### src/rtl/dpram_copy_dma.sv
`default_nettype none
// ============================================================================
//  Module      : dpram_copy_dma
//  Description : Single-clock block-copy engine between two dual-port RAMs.
//                Reads a run of words from a source RAM read port and writes
//                them, in order, to a destination RAM write port. Typically
//                used to snapshot sprite/palette work RAM into the video-side
//                buffer on a frame trigger.
//  Ports       : clk, reset          - clock, synchronous active-high reset
//                start               - copy request (honoured only when idle)
//                src_base/dst_base   - first source/destination word address
//                length              - number of words to copy (0 allowed)
//                pause               - source port busy; no read issued
//                src_addr / src_q    - source read address / read data (+1 clk)
//                dst_addr/dst_data   - destination write address / data
//                dst_we              - destination byte write enables
//                busy / done         - copy in progress / completion pulse
//  Revision    : 1.0 - initial release
// ============================================================================
module dpram_copy_dma #(
    parameter int DATA_W = 16,
    parameter int SRC_AW = 10,
    parameter int DST_AW = 10,
    parameter int LEN_W  = 11
) (
    input  logic              clk,
    input  logic              reset,
    input  logic              start,
    input  logic [SRC_AW-1:0] src_base,
    input  logic [DST_AW-1:0] dst_base,
    input  logic [LEN_W-1:0]  length,
    input  logic              pause,
    output logic [SRC_AW-1:0] src_addr,
    input  logic [DATA_W-1:0] src_q,
    output logic [DST_AW-1:0] dst_addr,
    output logic [DATA_W-1:0] dst_data,
    output logic [1:0]        dst_we,
    output logic              busy,
    output logic              done
);

    localparam logic [1:0] c_IDLE  = 2'd0;
    localparam logic [1:0] c_RUN   = 2'd1;
    localparam logic [1:0] c_DRAIN = 2'd2;

    logic [1:0]        r_state;
    logic [1:0]        w_state_nxt;
    logic [SRC_AW-1:0] r_rd_ptr;
    logic [DST_AW-1:0] r_wr_ptr;
    logic [LEN_W-1:0]  r_remain;
    logic              r_vld;      // a read was issued last cycle; src_q is live now
    logic              r_done;
    logic              w_accept;
    logic              w_issue;
    logic              w_zero_len;

    assign w_zero_len = (length == '0);

    always_comb begin
        w_state_nxt = r_state;
        w_accept    = 1'b0;
        w_issue     = 1'b0;
        case (r_state)
            c_IDLE: begin
                if (start) begin
                    w_accept = 1'b1;
                    if (!w_zero_len) begin
                        w_state_nxt = c_RUN;
                    end
                end
            end
            c_RUN: begin
                if (!pause) begin
                    w_issue = 1'b1;
                    if (r_remain == LEN_W'(1)) begin
                        w_state_nxt = c_DRAIN;
                    end
                end
            end
            c_DRAIN: begin
                // Last read is being written this cycle; nothing new issued.
                w_state_nxt = c_IDLE;
            end
            default: begin
                w_state_nxt = c_IDLE;
            end
        endcase
    end

    always_ff @(posedge clk) begin
        if (reset) begin
            r_state  <= c_IDLE;
            r_rd_ptr <= '0;
            r_wr_ptr <= '0;
            r_remain <= '0;
            r_vld    <= 1'b0;
            r_done   <= 1'b0;
        end else begin
            r_state <= w_state_nxt;
            r_vld   <= w_issue;
            // Zero-length requests complete immediately without leaving IDLE.
            r_done  <= (w_accept && w_zero_len) || (r_state == c_DRAIN);

            if (r_vld) begin
                r_wr_ptr <= r_wr_ptr + DST_AW'(1);
            end
            if (w_issue) begin
                r_rd_ptr <= r_rd_ptr + SRC_AW'(1);
                r_remain <= r_remain - LEN_W'(1);
            end
            // r_vld and w_issue are always low in IDLE, so no conflict here.
            if (w_accept) begin
                r_rd_ptr <= src_base;
                r_wr_ptr <= dst_base;
                r_remain <= length;
            end
        end
    end

    assign src_addr = r_rd_ptr;
    assign dst_addr = r_wr_ptr;
    assign dst_data = src_q;
    assign dst_we   = {2{r_vld}};
    assign busy     = (r_state != c_IDLE);
    assign done     = r_done;

endmodule
`default_nettype wire

### config.mk
export PLATFORM = sky130hd
export DESIGN_NAME = dpram_copy_dma
export DESIGN_NICKNAME = d
export VERILOG_FILES = /design/src/rtl/dpram_copy_dma.sv
export SDC_FILE = /design/constraint.sdc
export NUM_CORES = 1
export LEC_CHECK = 0
export CORE_MARGIN = 5
export CORE_UTILIZATION = 46
export CTS_BUF_LIST = sky130_fd_sc_hd__clkbuf_2
export DETAILED_ROUTE_END_ITERATION = 16
export PLACE_DENSITY = 0.95
export SLEW_MARGIN = 20
export SYNTH_ARGS = -nofsm -noshare
export SYNTH_HDL_FRONTEND = slang
export SYNTH_SLANG_ARGS = --single-unit
export TNS_END_PERCENT = 1
### constraint.sdc
create_clock -name clk -period 4.8 [get_ports clk]
set_clock_uncertainty 0.15 [all_clocks]
set_input_delay 0.72 -clock clk [delete_from_list [all_inputs] [get_ports clk]]
set_output_delay 0.72 -clock clk [all_outputs]
set_load 0.03 [all_outputs]
# After elaboration in Yosys (flattened, before gate mapping)
# Index checks and enable logic that the tools add are counted.
dict set report word_totals {
  reg_bits 35
  wordCells 39
}
dict set report op_classes {
  n_reduce_logical 8
  eq_ne 7
  n_mux 15
  add_sub_neg 3
}
# op count
set op_table {}
lappend op_table {{two-way mux 10 bit} 4}
lappend op_table {{two-way mux 11 bit} 2}
lappend op_table {{adder 10 x 1 -> 10 bit (second input constant)} 2}
lappend op_table {{== test 11 x 1 -> 1 bit (second input constant)} 1}
lappend op_table {{zero test 11 bit} 1}
lappend op_table {{subtractor 11 x 1 -> 11 bit (second input constant)} 1}
lappend op_table {{two-way mux 2 bit} 4}
lappend op_table {{inequality test 2 bit (second input constant)} 4}
lappend op_table {{nonzero test 2 bit} 3}
lappend op_table {{two-way mux 1 bit} 4}
lappend op_table {{one-hot mux 2 bit (2 select lines)} 1}
lappend op_table {{AND reduction 4 bit} 1}
lappend op_table {{== test 2 x 1 -> 1 bit (second input constant)} 1}
lappend op_table {{== test 2 bit (second input constant)} 1}
lappend op_table {{zero test 2 bit} 1}
lappend op_table {{logical AND 1 bit} 1}
lappend op_table {{logical OR 1 bit} 1}

# Logic depth before layout (Yosys ltp)
dict set report logic_depth {
  word_depth 4
  ltp_mapped 6
}

# Worst setup path after synthesis
# No wires, ideal clock.
dict set report synth_timing {
  path_kind {input to register}
  from {input pause}
  to {register r_rd_ptr[5] (netlist: src_addr[5])}
  path_stages 5
  setup_time_ns 0.133
  path_slack_ns 2.737
  t_arrival_ns 1.780
  required_ns 4.517
  cell_sequence {or3b_4 buf_6 or3_1 nand3_1 a31oi_1}
}
dict set report synth_between {
  elab_chain_len 3
}
# item line
set synth_rtl {}
lappend synth_rtl {{from (decl)} 32} ;# input logic pause,
lappend synth_rtl {{two-way mux 1 bit} 73} ;# if (!pause) begin
lappend synth_rtl {{two-way mux 1 bit} 63} ;# case (r_state)
lappend synth_rtl {{nonzero test 2 bit (no line)} n/a}
lappend synth_rtl {{to (signal assigned)} 108} ;# r_rd_ptr <= r_rd_ptr + SRC_AW'(1);
lappend synth_rtl {{to (signal assigned)} 113} ;# r_rd_ptr <= src_base;
lappend synth_rtl {{to (decl)} 48} ;# logic [SRC_AW-1:0] r_rd_ptr;
# Every way passes these cells.
# A chain may end at the register's enable or synchronous reset.

# Worst setup path in the final report
dict set report layout_timing {
  from {register r_state[0]}
  to {output busy}
}
dict set report layout_between {
  elab_chain_len 1
}
# item line
set layout_rtl {}
lappend layout_rtl {{from (decl)} 46} ;# logic [1:0] r_state;
lappend layout_rtl {{from (signal assigned)} 92} ;# r_state <= c_IDLE;
lappend layout_rtl {{from (signal assigned)} 99} ;# r_state <= w_state_nxt;
lappend layout_rtl {{nonzero test 2 bit} 124} ;# assign busy = (r_state != c_IDLE);
lappend layout_rtl {{to (decl)} 38} ;# output logic busy,
# Every way passes these cells.

==> metrics.md <==
| Metric | Value |
|---|---|
| Status | `completed` |
| Reg2reg end | `r_remain[4]$_SDFFE_PP0P_` |
| Initial Util | `0.4660` |
| Hold buffers post-CTS | `0` |
| Number of CTS-inserted buffers | `5` |
| Post-DP HPWL | `3830 um` |
| Worst setup EP type | `output pin` |
| Layout cell share with drive strength beyond 1 | `0.06618` |
| Leak Pwr | `0.8404 nW` |
| Die area | `5734 um^2` |
| Worst slew pin tran | `0.8392 ns` |
| Setup TNS | `0 ns` |
| Number of placed instances, taps included | `317` |
| Met3 global-route usage | `0.06069` |
| Vias | `1,899` |
| # IOs | `91` |
| Max-cap violations | `0` |
| Global-route wire length before repair | `8086 um` |
| Hold path startpoint | `r_remain[6]$_SDFFE_PP0P_` |
| Area Growth Syn to Fin | `25.88%` |
| CTS Sinks | `35` |
| Root Driver | `clkbuf_2` |
| Final Core Density | `0.5866` |
| CP peak stage delay | `0.61 ns` |
| Fin nets | `327` |
| Row count | `24` |
| Post-route ant nets | `0` |
| GRT Overall Usage | `0.1839` |
| Crit path DAT | `1.71 ns` |
| Synthesized area | `1987 um^2` |
| Hold Crit Class | `flip-flop to flip-flop` |
| Post-layout minimum cycle time | `2.581 ns` |
| Maximum vdd drop | `0.1390 mV` |
| Yosys reg bits | `35` |
| Global-route met1 utilization | `0.2247` |
| RSZ-0062 raised after global routing | `no` |
| Number of distinct library cells after synthesis | `48` |
| Grt ovf | `0` |
| Hold_ws | `0.3632 ns` |
| Clock Pin Slew Worst Setup and Hold Paths | `0.16 ns` |
| Hold EP | `r_remain[6]$_SDFFE_PP0P_` |
| Yosys warns | `0` |
| Setup Buffers After CTS | `0` |
| Syn_nets | `289` |
| Critical path class | `flip-flop to output pin` |
| Clock latency at the later pin of the worst-skew pair | `0.38 ns` |
| Most Crowded Layer GR | `met2` |
| Max transition margin | `0.4388` |
| RD Place Congestion | `0.8469` |
| Ys async rst share | `0` |
| Final period utilization | `0.5378` |
| Number of diodes | `0` |
| Synth Flop Type | `dfxtp_1` |
| PwrDens | `267.6 nW/um^2` |
| Largest net degree at the start of global routing | `35` |
| Vias/cell | `5.861` |
| H-tree Lvls | `2` |
| Reg2reg setup slack | `2.66 ns` |
| Critical register-to-register path startpoint | `r_state[0]$_SDFFE_PP0P_` |
| Drt pass-1 iters | `4` |
| Worst Hold Depth | `2` |
| Startpoint types | `flip-flop` |
| M2 GR Usage | `0.3116` |
| Core Area | `4264 um^2` |
| CP max FO | `8` |
| Mean Syn Cell Area | `8.491 um^2` |
| Fill count | `376` |
| DRC | `0` |
| Max Freq | `387.4 MHz` |
| CP max-delay cell | `clkdlybuf4s50_1` |
| Worst path cell trace | `or2_2, clkdlybuf4s50_1` |
| Post-Syn Instances | `234` |
| Die width | `75.72 um` |
| Drt total wl | `5087 um` |
| CTS tree | `done` |
| EDFF count, synth | `0` |
| Register area share after synthesis | `0.3526` |
| Placement Setup Slack | `1.877 ns` |
| Initial antenna violation count | `0` |
| Drt initial violations | `121` |
| Die Y | `75.72 um` |
| Final hold vios | `0` |
| Final setup viols | `0` |
| WL/cell | `15.70 um` |
| Final WS setup | `2.219 ns` |
| Slew Viols, Final | `0` |
| Finished Layout Cells | `324` |
| Cts repair resizes | `0` |
| Worst Path Required | `3.93 ns` |
| Reg2reg path depth | `5` |
| Vias in the first global route | `1,712` |
| # port buffers | `58` |
| CTS max path bufs | `2` |
## registers in the layout, indices dropped and copies added (netlist names)
register and count:
dst_addr 10, r_state 2, r_remain 11, r_vld 1, src_addr 10, done 1
## synthesized netlist by cell type (5+ instances only)
cell,n,area share
xnor2_1,8,0.035
nor2_1,27,0.051
nor4_1,5,0.016
a31oi_1,7,0.022
buf_4,18,0.068
or3_1,6,0.019
dfxtp_1,35,0.35
inv_1,7,0.013
nor3_1,10,0.025
nand2_1,15,0.028
nand3_1,8,0.020
clkbuf_1,5,0.0094
a211oi_1,14,0.053
## where the power goes
| part | switching (mW) | internal, mW | leakage (nW) | total [mW] |
|---|---|---|---|---|
| clock | 0.0948 | 0.0308 | 0.0262 | 0.126 |
| sequential | 0.0304 | 0.316 | 0.289 | 0.346 |
| combinational | 0.105 | 0.0931 | 0.525 | 0.198 |
| total | 0.230 | 0.439 | 0.840 | 0.669 |
## through the flow
step | instance area, um^2 | power [mW]
after detailed placement | 2467 | 0.5480
after CTS | 2501 | 0.6730
after global routing | 2501 | 0.7058
after floorplan | 1987 | 0.4887
after global placement | 2467 | 0.5419
final | 2501 | 0.6694
## cells by family (layout without fill, tap and decap cells)
kind of cell / count (synthesis) / in the layout / share of synthesized area
compound gates: 52 / 52 / 0.1996
xor+xnor: 12 / 12 / 0.05290
fa+ha+maj: 4 / 4 / 0.02519
buf+inv: 38 / 76 / 0.1115
flops: 35 / 35 / 0.3526
mux: 1 / 1 / 0.005038
simple gates: 92 / 92 / 0.2532
## cell type report
type	instances	area (um^2)	share of cell area
clock inverters	2	8.758	0.003502
inverters	7	26.28	0.01051
flip-flops and latches	35	700.7	0.2801
repair buffers	62	610.6	0.2441
well taps	52	65.06	0.02601
clock buffers	5	25.02	0.01000
multi-input cells	161	1065	0.4257
## worst max path at each step
| stage | startpoint | endpoint | slack (ns) |
|---|---|---|---|
| 2_1_floorplan | pause | src_addr[5]$_SDFFE_PP0P_ | 2.74 |
| 3_3_place_gp | start | r_remain[4]$_SDFFE_PP0P_ | 1.95 |
| 3_5_place_dp | start | r_remain[4]$_SDFFE_PP0P_ | 1.88 |
| 4_1_cts | r_state[0]$_SDFFE_PP0P_ | busy | 2.19 |
| 5_1_grt | r_state[0]$_SDFFE_PP0P_ | busy | 2.12 |
| 6_report | r_state[0]$_SDFFE_PP0P_ | busy | 2.22 |
## layer usage
layer  vias up  wire (um)
li1        927          -
met1       868       2061
met2        94       2437
met3        10        540
met4         0         48
met5         -          0
## worst max-delay path: cells and delay by family, from the launching register on
family / cells / cell delay [ns]
flops: 1 / 0.40
buf+inv: 1 / 0.61
simple gates: 1 / 0.33
## layout by cell type (no fill, tap or decap), types with 7 or more instances in the layout
master           netlist  layout
nand2_1               15      15
xnor2_1                8       8
inv_1                  7       7
nor2_1                27      27
nor3_1                10      10
a31oi_1                7       7
dfxtp_1               35      35
a211oi_1              14      14
nand3_1                8       8
clkdlybuf4s50_1        0      58
Power figures use the tool's default switching activity.
